File: src/rtl/ex_stage_md_pkg.sv
// Shared encodings for the M-extension execute stage.
// Optional macro EX_FAST_MUL_EN is consumed by ex_stage_md.
package ex_stage_md_pkg;

  localparam int ALU_OP_W = 4;

  localparam logic [3:0] ALU_ADD  = 4'd0;
  localparam logic [3:0] ALU_SUB  = 4'd1;
  localparam logic [3:0] ALU_SLL  = 4'd2;
  localparam logic [3:0] ALU_SLT  = 4'd3;
  localparam logic [3:0] ALU_SLTU = 4'd4;
  localparam logic [3:0] ALU_XOR  = 4'd5;
  localparam logic [3:0] ALU_SRL  = 4'd6;
  localparam logic [3:0] ALU_SRA  = 4'd7;
  localparam logic [3:0] ALU_OR   = 4'd8;
  localparam logic [3:0] ALU_AND  = 4'd9;

  localparam logic [2:0] MD_MUL    = 3'd0;
  localparam logic [2:0] MD_MULH   = 3'd1;
  localparam logic [2:0] MD_MULHSU = 3'd2;
  localparam logic [2:0] MD_MULHU  = 3'd3;
  localparam logic [2:0] MD_DIV    = 3'd4;
  localparam logic [2:0] MD_DIVU   = 3'd5;
  localparam logic [2:0] MD_REM    = 3'd6;
  localparam logic [2:0] MD_REMU   = 3'd7;

  // forward select: bit0 = MEM, bit1 = WB; MEM wins when both set
  localparam logic [1:0] FWD_REG = 2'b00;
  localparam logic [1:0] FWD_MEM = 2'b01;
  localparam logic [1:0] FWD_WB  = 2'b10;
  localparam int FWD_MEM_BIT = 0;
  localparam int FWD_WB_BIT  = 1;

  typedef enum logic [1:0] {
    MD_IDLE = 2'd0,
    MD_BUSY = 2'd1,
    MD_DONE = 2'd2
  } md_state_e;

  function automatic int cnt_w(input int xlen);
    return $clog2(xlen);
  endfunction

endpackage

File: src/rtl/alu.sv
// Base integer ALU. Ports: op (ALU_OP_W), a, b (XLEN) in; y (XLEN) out.
// Pure combinational; shifts use the low log2(XLEN) bits of b.
module alu
  import ex_stage_md_pkg::*;
#(
  parameter int XLEN = 32
) (
  input  logic [ALU_OP_W-1:0] op,
  input  logic [XLEN-1:0]     a,
  input  logic [XLEN-1:0]     b,
  output logic [XLEN-1:0]     y
);

  localparam int SW = $clog2(XLEN);

  logic [SW-1:0] sh;
  logic          lt;
  logic          ltu;

  assign sh  = b[SW-1:0];
  assign lt  = $signed(a) < $signed(b);
  assign ltu = a < b;

  always_comb begin
    y = '0;
    unique case (op)
      ALU_ADD:  y = a + b;
      ALU_SUB:  y = a - b;
      ALU_SLL:  y = a << sh;
      ALU_SLT:  y = {{(XLEN-1){1'b0}}, lt};
      ALU_SLTU: y = {{(XLEN-1){1'b0}}, ltu};
      ALU_XOR:  y = a ^ b;
      ALU_SRL:  y = a >> sh;
      ALU_SRA:  y = $signed(a) >>> sh;
      ALU_OR:   y = a | b;
      ALU_AND:  y = a & b;
      default:  y = '0;
    endcase
  end

endmodule

File: src/rtl/ex_muldiv.sv
// Iterative radix-2 multiply/divide with IDLE/BUSY/DONE FSM.
// In: clk, rst_n, start, flush, hold, op, a, b. Out: busy, done, result.
module ex_muldiv
  import ex_stage_md_pkg::*;
#(
  parameter int XLEN = 32
) (
  input  logic            clk,
  input  logic            rst_n,
  input  logic            start,
  input  logic            flush,
  input  logic            hold,
  input  logic [2:0]      op,
  input  logic [XLEN-1:0] a,
  input  logic [XLEN-1:0] b,
  output logic            busy,
  output logic            done,
  output logic [XLEN-1:0] result
);

  localparam int CW = cnt_w(XLEN);

  md_state_e       state, state_n;
  logic [CW-1:0]   cnt;
  logic [XLEN-1:0] m, hi, lo;
  logic [2:0]      op_q;
  logic            neg;

  logic            is_div, sa, sb, div0, ovf;
  logic [XLEN-1:0] ma, mb;

  assign is_div = op[2];
  assign sa = a[XLEN-1] & (op == MD_MULH || op == MD_MULHSU ||
                           op == MD_DIV  || op == MD_REM);
  assign sb = b[XLEN-1] & (op == MD_MULH || op == MD_DIV ||
                           op == MD_REM);
  assign ma = sa ? -a : a;
  assign mb = sb ? -b : b;
  assign div0 = is_div & (b == '0);
  assign ovf  = is_div & sa & sb & (b == '1) &
                (a == {1'b1, {(XLEN-1){1'b0}}});

  always_comb begin
    state_n = state;
    unique case (state)
      MD_IDLE: if (start) state_n = (div0 | ovf) ? MD_DONE : MD_BUSY;
      MD_BUSY: if (cnt == '0) state_n = MD_DONE;
      MD_DONE: if (!hold) state_n = MD_IDLE;
      default: state_n = MD_IDLE;
    endcase
    if (flush) state_n = MD_IDLE;
  end

  assign busy = (state == MD_IDLE && start) || state == MD_BUSY;
  assign done = state == MD_DONE;

  // mul: {hi,lo} shifts right with conditional add of m into hi
  // div: restoring step, remainder in hi, quotient shifts into lo
  logic [XLEN:0]   sum, sh;
  logic            ge;
  logic [XLEN-1:0] hi_n, lo_n;

  always_comb begin
    sum = {1'b0, hi} + {1'b0, {XLEN{lo[0]}} & m};
    sh  = {hi, lo[XLEN-1]};
    ge  = sh >= {1'b0, m};
    if (op_q[2]) begin
      hi_n = ge ? sh[XLEN-1:0] - m : sh[XLEN-1:0];
      lo_n = {lo[XLEN-2:0], ge};
    end else begin
      hi_n = sum[XLEN:1];
      lo_n = {sum[0], lo[XLEN-1:1]};
    end
  end

  always_ff @(posedge clk or negedge rst_n) begin
    if (!rst_n) begin
      state <= MD_IDLE;
      cnt   <= '0;
      m     <= '0;
      hi    <= '0;
      lo    <= '0;
      op_q  <= '0;
      neg   <= 1'b0;
    end else begin
      state <= state_n;
      if (state == MD_IDLE && start) begin
        op_q <= op;
        cnt  <= CW'(XLEN-1);
        m    <= is_div ? mb : ma;
        hi   <= '0;
        lo   <= is_div ? ma : mb;
        // remainder takes the dividend sign
        neg  <= (op[2] & op[1]) ? sa : (sa ^ sb);
        // special cases preload the final quotient/remainder
        if (div0) begin
          neg <= 1'b0;
          hi  <= a;
          lo  <= '1;
        end else if (ovf) begin
          neg <= 1'b0;
          lo  <= a;
        end
      end else if (state == MD_BUSY) begin
        cnt <= cnt - 1'b1;
        hi  <= hi_n;
        lo  <= lo_n;
      end
    end
  end

  logic [2*XLEN-1:0] prod;
  logic [XLEN-1:0]   q, r;

  assign prod = neg ? -{hi, lo} : {hi, lo};
  assign q    = neg ? -lo : lo;
  assign r    = neg ? -hi : hi;

  always_comb begin
    result = r;
    unique case (op_q)
      MD_MUL:                      result = prod[XLEN-1:0];
      MD_MULH, MD_MULHSU, MD_MULHU: result = prod[2*XLEN-1:XLEN];
      MD_DIV, MD_DIVU:             result = q;
      default:                     result = r;
    endcase
  end

endmodule

File: src/rtl/ex_stage_md.sv
// Execute stage: forwarding, operand muxes, ALU, LSU addr, M-ext, ex2mem reg.
// Ports: id2ex_* bundle, wb_reg_wdata, mem_stall in; ex_stall, lsu_*, ex2mem_* out.
// Macro EX_FAST_MUL_EN: single-cycle multiplier for MUL* ops.
module ex_stage_md
  import ex_stage_md_pkg::*;
#(
  parameter int XLEN  = 32,
  parameter int RF_AW = 5
) (
  input  logic                clk,
  input  logic                rst_n,
  input  logic                id2ex_valid,
  input  logic [XLEN-1:0]     id2ex_pc,
  input  logic [XLEN-1:0]     id2ex_op1_data,
  input  logic [XLEN-1:0]     id2ex_op2_data,
  input  logic [XLEN-1:0]     id2ex_imm_value,
  input  logic                id2ex_reg_wen,
  input  logic [RF_AW-1:0]    id2ex_reg_waddr,
  input  logic [ALU_OP_W-1:0] id2ex_alu_op,
  input  logic                id2ex_md_instr,
  input  logic [2:0]          id2ex_md_op,
  input  logic                id2ex_sel_imm,
  input  logic                id2ex_op1_sel_pc,
  input  logic                id2ex_op1_sel_zero,
  input  logic                id2ex_op2_sel_4,
  input  logic [1:0]          id2ex_op1_fwd,
  input  logic [1:0]          id2ex_op2_fwd,
  input  logic                id2ex_mem_rd,
  input  logic                id2ex_ill_instr,
  input  logic                id2ex_flush,
  input  logic [XLEN-1:0]     wb_reg_wdata,
  input  logic                mem_stall,
  output logic                ex_stall,
  output logic [XLEN-1:0]     lsu_addr,
  output logic [XLEN-1:0]     lsu_wdata,
  output logic                ex2mem_valid,
  output logic                ex2mem_reg_wen,
  output logic                ex2mem_mem_rd,
  output logic                ex2mem_ill_instr,
  output logic [RF_AW-1:0]    ex2mem_reg_waddr,
  output logic [XLEN-1:0]     ex2mem_alu_out
);

  logic [XLEN-1:0] op1_fwd, op2_fwd, op1, op2;
  logic [XLEN-1:0] alu_res, ex_res, md_res;
  logic            md_iter, md_start, md_busy, md_done, take;

  assign op1_fwd = id2ex_op1_fwd[FWD_MEM_BIT] ? ex2mem_alu_out :
                   id2ex_op1_fwd[FWD_WB_BIT]  ? wb_reg_wdata   :
                                                id2ex_op1_data;
  assign op2_fwd = id2ex_op2_fwd[FWD_MEM_BIT] ? ex2mem_alu_out :
                   id2ex_op2_fwd[FWD_WB_BIT]  ? wb_reg_wdata   :
                                                id2ex_op2_data;

  assign op1 = id2ex_op1_sel_pc   ? id2ex_pc :
               id2ex_op1_sel_zero ? '0       : op1_fwd;
  assign op2 = id2ex_sel_imm      ? id2ex_imm_value :
               id2ex_op2_sel_4    ? XLEN'(4)        : op2_fwd;

  assign lsu_addr  = op1_fwd + id2ex_imm_value;
  assign lsu_wdata = op2_fwd;

  alu #(.XLEN(XLEN)) u_alu (
    .op (id2ex_alu_op),
    .a  (op1),
    .b  (op2),
    .y  (alu_res)
  );

`ifdef EX_FAST_MUL_EN
  logic              fsa, fsb;
  logic [2*XLEN-1:0] fm_a, fm_b, fm_p;

  assign fsa  = id2ex_md_op == MD_MULH || id2ex_md_op == MD_MULHSU;
  assign fsb  = id2ex_md_op == MD_MULH;
  assign fm_a = {{XLEN{fsa & op1_fwd[XLEN-1]}}, op1_fwd};
  assign fm_b = {{XLEN{fsb & op2_fwd[XLEN-1]}}, op2_fwd};
  assign fm_p = fm_a * fm_b;

  assign md_iter = id2ex_md_instr & id2ex_md_op[2];
  assign ex_res  = !id2ex_md_instr           ? alu_res            :
                   (id2ex_md_op == MD_MUL)   ? fm_p[XLEN-1:0]     :
                                               fm_p[2*XLEN-1:XLEN];
`else
  assign md_iter = id2ex_md_instr;
  assign ex_res  = alu_res;
`endif

  assign md_start = id2ex_valid & md_iter & ~id2ex_flush;

  ex_muldiv #(.XLEN(XLEN)) u_md (
    .clk    (clk),
    .rst_n  (rst_n),
    .start  (md_start),
    .flush  (id2ex_flush),
    .hold   (mem_stall),
    .op     (id2ex_md_op),
    .a      (op1_fwd),
    .b      (op2_fwd),
    .busy   (md_busy),
    .done   (md_done),
    .result (md_res)
  );

  assign ex_stall = md_busy & ~id2ex_flush;
  assign take     = id2ex_valid & ~id2ex_flush & ~ex_stall;

  // bubbles leave data fields alone so MEM forwarding stays stable
  always_ff @(posedge clk or negedge rst_n) begin
    if (!rst_n) begin
      ex2mem_valid     <= 1'b0;
      ex2mem_reg_wen   <= 1'b0;
      ex2mem_mem_rd    <= 1'b0;
      ex2mem_ill_instr <= 1'b0;
      ex2mem_reg_waddr <= '0;
      ex2mem_alu_out   <= '0;
    end else if (!mem_stall) begin
      ex2mem_valid     <= take;
      ex2mem_reg_wen   <= take & id2ex_reg_wen;
      ex2mem_mem_rd    <= take & id2ex_mem_rd;
      ex2mem_ill_instr <= take & id2ex_ill_instr;
      if (take) begin
        ex2mem_reg_waddr <= id2ex_reg_waddr;
        ex2mem_alu_out   <= md_done ? md_res : ex_res;
      end
    end
  end

endmodule

File: config.mk
export PLATFORM = sky130hd
export DESIGN_NAME = ex_stage_md
export DESIGN_NICKNAME = d
export VERILOG_FILES = /design/src/rtl/ex_stage_md_pkg.sv /design/src/rtl/alu.sv /design/src/rtl/ex_muldiv.sv /design/src/rtl/ex_stage_md.sv
export SDC_FILE = /design/constraint.sdc
export NUM_CORES = 2
export LEC_CHECK = 0
export CORE_MARGIN = 2
export CORE_UTILIZATION = 32
export DETAILED_ROUTE_END_ITERATION = 16
export GPL_TIMING_DRIVEN = 0
export MAX_ROUTING_LAYER = met4
export PLACE_DENSITY = 0.53
export SLEW_MARGIN = 20
export SYNTH_ARGS = -nofsm -noshare
export SYNTH_HDL_FRONTEND = slang
export SYNTH_SLANG_ARGS = --single-unit
File: constraint.sdc
create_clock -name clk -period 6.1 [get_ports clk]
set_clock_uncertainty 0.1 [all_clocks]
set_input_delay 0.61 -clock clk [delete_from_list [all_inputs] [get_ports clk]]
set_output_delay 0.61 -clock clk [all_outputs]
set_load 0.02 [all_outputs]
==> results.md <==
- Status: complete, but fails checks
- Failing checks: negative setup slack
- Final period util: 1.01
- Layout cells sized above 1: 0.0660
- Initial antenna violation count: 8
- Dpl ws: -2110 ps
- Max_cap viols: 0
- Area of the mapped netlist: between 0.02 and 0.03 mm2
- Final min period: 6160 ps
- PwrDens: 466 mW/mm2
- Final WS setup: -57.9 ps
- Worst-Skew Late Latency: a little over 500 ps
- Clk slew on worst S/H paths: about 90 ps
- Critical path endpoint category: flop
- Worst EP arrival: ~6500 ps
- RSZ-0062 raised after global routing: false
- Fin nets: 4689
- IO Port Bufs: roughly 290
- Req. time, crit path: roughly 6400 ps
- Row count: 107
- Fmax: approximately 160 MHz
- Register Area: around 0.0037 mm2
- Placed insts: about 5400
- H-tree levels: 4
- Worst-margin pin slew: 1290 ps
- Sequential area share after synthesis: 0.135
- Relative slew slack: 0.132
- Final Util: 0.388
- Vias in the first global route: 32600
- FF+latch count, synth: between 100 and 150
- Final Max Slew Viols: 0
- Fillers: between 9000 and 10000
- Initial cell density of the core: 0.323
- Initial DRT Pass Iterations: 8
- Post-Synthesis Cells: ~4000
- Post-synthesis area per instance: around 7 um2
- Dpl hpwl: about 160 mm
- Non-filler instance count after layout: approximately 5500
- Gpl congestion: about 1.1
- Finish-stage setup viols: 3
- Fin. Hold Viols: 0
- Area delta synth->final: 20.0%
- Startpoint types: input pin
- Initial DRC count: just under 6000
- Multi-input logic area: 0.0222 mm2
- Hold Buf Count CTS: 0
- Post-route DRC violation count: 0
- Crit Path Max Fanout: 7
- Die X: between 200 and 300 um
- Die area: roughly 0.088 mm2
- Lkg Pwr: 0.0132 uW
- EDFF count, synth: 0
- Ys flop type: dfrtp_1
- Final wirelength: a little under 200 mm
- Total number of vias: ~36000
- Peak VDD IR: between 0.2 and 0.25 mV
- Global-route wire length before repair: between 200 and 300 mm
- Die height: between 200 and 300 um
- Total grt overflow: 0
- Number of distinct library cells after synthesis: approximately 110
- Via density: about 6.5
- Num Clock Sinks: approximately 150
- GRT Overall Usage: 0.430
- CTS tree: yes
- CTS max path bufs: 2
- Synth warn: 0
- Syn nets: between 4000 and 5000
- Core area: 0.0851 mm2
- Post-synth ARST share: 1.00
- Drt wl/cell: around 35 um
- Largest net degree at the start of global routing: 80
- Setup CP Type: input pin to flop
- HP Class: input pin to async pin
- Clock Tree Root: clkbuf_16
- DRT antenna net count: 0
- IO Pins: between 200 and 300
- Number of CTS-inserted buffers: 17
timing repair:
item / in CTS / in global routing
buffers inserted: 9 / 3
endpoints found under the setup margin: 42 / 23
resized for setup: 52 / 44
pin swaps: 2 / 7
kinds of logic after synthesis:
logic type	share of synthesized area
AO/OA/AOI/OAI	0.344
XOR/XNOR	0.0681
adder cells (fa/ha/maj)	0.0955
buffers and inverters	0.0722
flip-flops	0.135
multiplexers	0.0760
AND/OR/NAND/NOR	0.210
worst max-delay path, stage by stage:
cell and delay [ps]:
clkdlybuf4s50_1 600, mux2_2 370, mux2i_1 790, o21ai_0 540, ha_1 410, clkbuf_1 190
inv_1 260, nand3_1 240, nor4_2 520, a21oi_4 160, nor2_1 140, a21oi_1 50
a2111oi_1 1000, nor3_1 170, o221ai_2 180, o221a_2 240
final timing paths:
check / startpoint / endpoint / slack, ps / depth (start not counted)
max in group asynchronous: rst_n / ex2mem_alu_out[5] / 4950 / 2
hold reg to reg: ex2mem_reg_waddr[3] / ex2mem_reg_waddr[3] / 380 / 2
setup reg to reg: ex2mem_alu_out[4] / ex2mem_alu_out[27] / 160 / 16
setup / recovery: wb_reg_wdata[19] / ex2mem_alu_out[27] / -60 / 16
hold / removal: rst_n / u_md.hi[6] / 20 / 1
min in group clk: ex2mem_reg_waddr[3] / ex2mem_reg_waddr[3] / 380 / 2
cells in the mapped netlist, types with 15 or more instances:
| library cell | instances | area, um2 |
|---|---|---|
| a2111oi_0 | 19 | 166 |
| a211oi_1 | 77 | 578 |
| a21o_1 | 57 | 428 |
| a21oi_1 | 337 | 1690 |
| a221o_1 | 18 | 180 |
| a221oi_1 | 33 | 289 |
| a22o_1 | 19 | 166 |
| a22oi_1 | 28 | 210 |
| a31oi_1 | 60 | 375 |
| and2_1 | 21 | 131 |
| and3_1 | 23 | 144 |
| buf_1 | 22 | 82.6 |
| buf_2 | 48 | 240 |
| clkbuf_1 | 195 | 732 |
| dfrtp_1 | 148 | 3700 |
| ha_1 | 202 | 2530 |
| inv_1 | 201 | 754 |
| mux2_2 | 31 | 349 |
| mux2i_1 | 161 | 1610 |
| nand2_1 | 447 | 1680 |
| nand2b_1 | 58 | 363 |
| nand3_1 | 65 | 325 |
| nand4_1 | 27 | 169 |
| nor2_1 | 388 | 1460 |
| nor2b_1 | 25 | 156 |
| nor3_1 | 74 | 370 |
| nor4_1 | 26 | 163 |
| o211ai_1 | 66 | 495 |
| o21a_1 | 39 | 293 |
| o21ai_0 | 384 | 1920 |
| o21ai_1 | 34 | 170 |
| o21bai_1 | 23 | 173 |
| o221ai_1 | 46 | 403 |
| o22ai_1 | 23 | 144 |
| o31ai_1 | 31 | 233 |
| o41ai_1 | 18 | 158 |
| or3_1 | 28 | 175 |
| or4_1 | 15 | 113 |
| xnor2_1 | 151 | 1320 |
| xor2_1 | 63 | 552 |
through the flow:
step	area, um2	total power (uW)	hold slack (ps)	TNS (ps)
after global placement	31800	13600	362	-493380
after floorplan	27500	8940	214	0
after CTS	32800	14800	11.7	0
after detailed placement	32000	13500	366	-42020
final	33000	15400	18.2	-94.0
after global routing	33000	16000	49.3	0
placed cells by master (no fill, tap or decap), types with 18 or more instances in the layout:
master           synthesis  layout
nand2b_1                58      58
a21oi_1                337     332
mux2i_1                161     156
a221o_1                 18      18
a211oi_1                77      74
a22o_1                  19      19
a31oi_1                 60      56
o21bai_1                23      22
buf_2                   48      36
or3_1                   28      28
clkdlybuf4s50_1          0     280
nor4_1                  26      24
o221ai_1                46      40
xnor2_1                151     150
and3_1                  23      23
nand4_1                 27      27
o22ai_1                 23      23
xor2_1                  63      63
o21ai_1                 34      33
nand3_1                 65      65
nor2b_1                 25      24
nand2_1                447     447
o31ai_1                 31      29
clkbuf_1               195     190
o21a_1                  39      32
buf_1                   22      18
a22oi_1                 28      26
inv_1                  201     200
mux2_2                  31      33
dfrtp_1                148     148
nor2_1                 388     388
a221oi_1                33      33
ha_1                   202     201
o211ai_1                66      66
nor3_1                  74      70
o21ai_0                384     373
and2_1                  21      21
buf_4                    6      25
a21o_1                  57      57
per-layer routing:
| layer | up-vias | track usage | wire, um |
|---|---|---|---|
| li1 | 15200 | - | - |
| met4 | 0 | 0.210 | 11500 |
| met3 | 419 | 0.131 | 24800 |
| met1 | 17300 | 0.574 | 80500 |
| met5 | - | - | 0 |
| met2 | 2658 | 0.581 | 75700 |
cell type report:
| class | instances | area share |
|---|---|---|
| multi-input cells | 3338 | 0.673 |
| inverters | 211 | 0.0242 |
| flip-flops and latches | 148 | 0.112 |
| clock inverters | 13 | 0.00409 |
| clock buffers | 19 | 0.0131 |
| well taps | 1144 | 0.0433 |
| repair buffers | 306 | 0.0925 |
| plain buffers | 271 | 0.0368 |
| diodes | 7 | 0.000530 |
sequential cells by signal, indices dropped and copies added, names as in the netlist:
register,cells
u_md.m,32
u_md.state,2
u_md.op_q,3
u_md.neg,1
ex2mem_ill_instr,1
ex2mem_mem_rd,1
u_md.hi,32
ex2mem_reg_wen,1
ex2mem_alu_out,32
ex2mem_valid,1
u_md.cnt,5
ex2mem_reg_waddr,5
u_md.lo,32
where the power goes:
part / switching [uW] / internal, uW / total [uW] / leakage (uW)
Sequential: 1050 / 1410 / 2460 / 0.00182
Clock: 571 / 576 / 1150 / 0.000278
Combinational: 7790 / 3990 / 11800 / 0.0111
Total: 9410 / 5970 / 15400 / 0.0132
(Power assumes the default switching activity.)
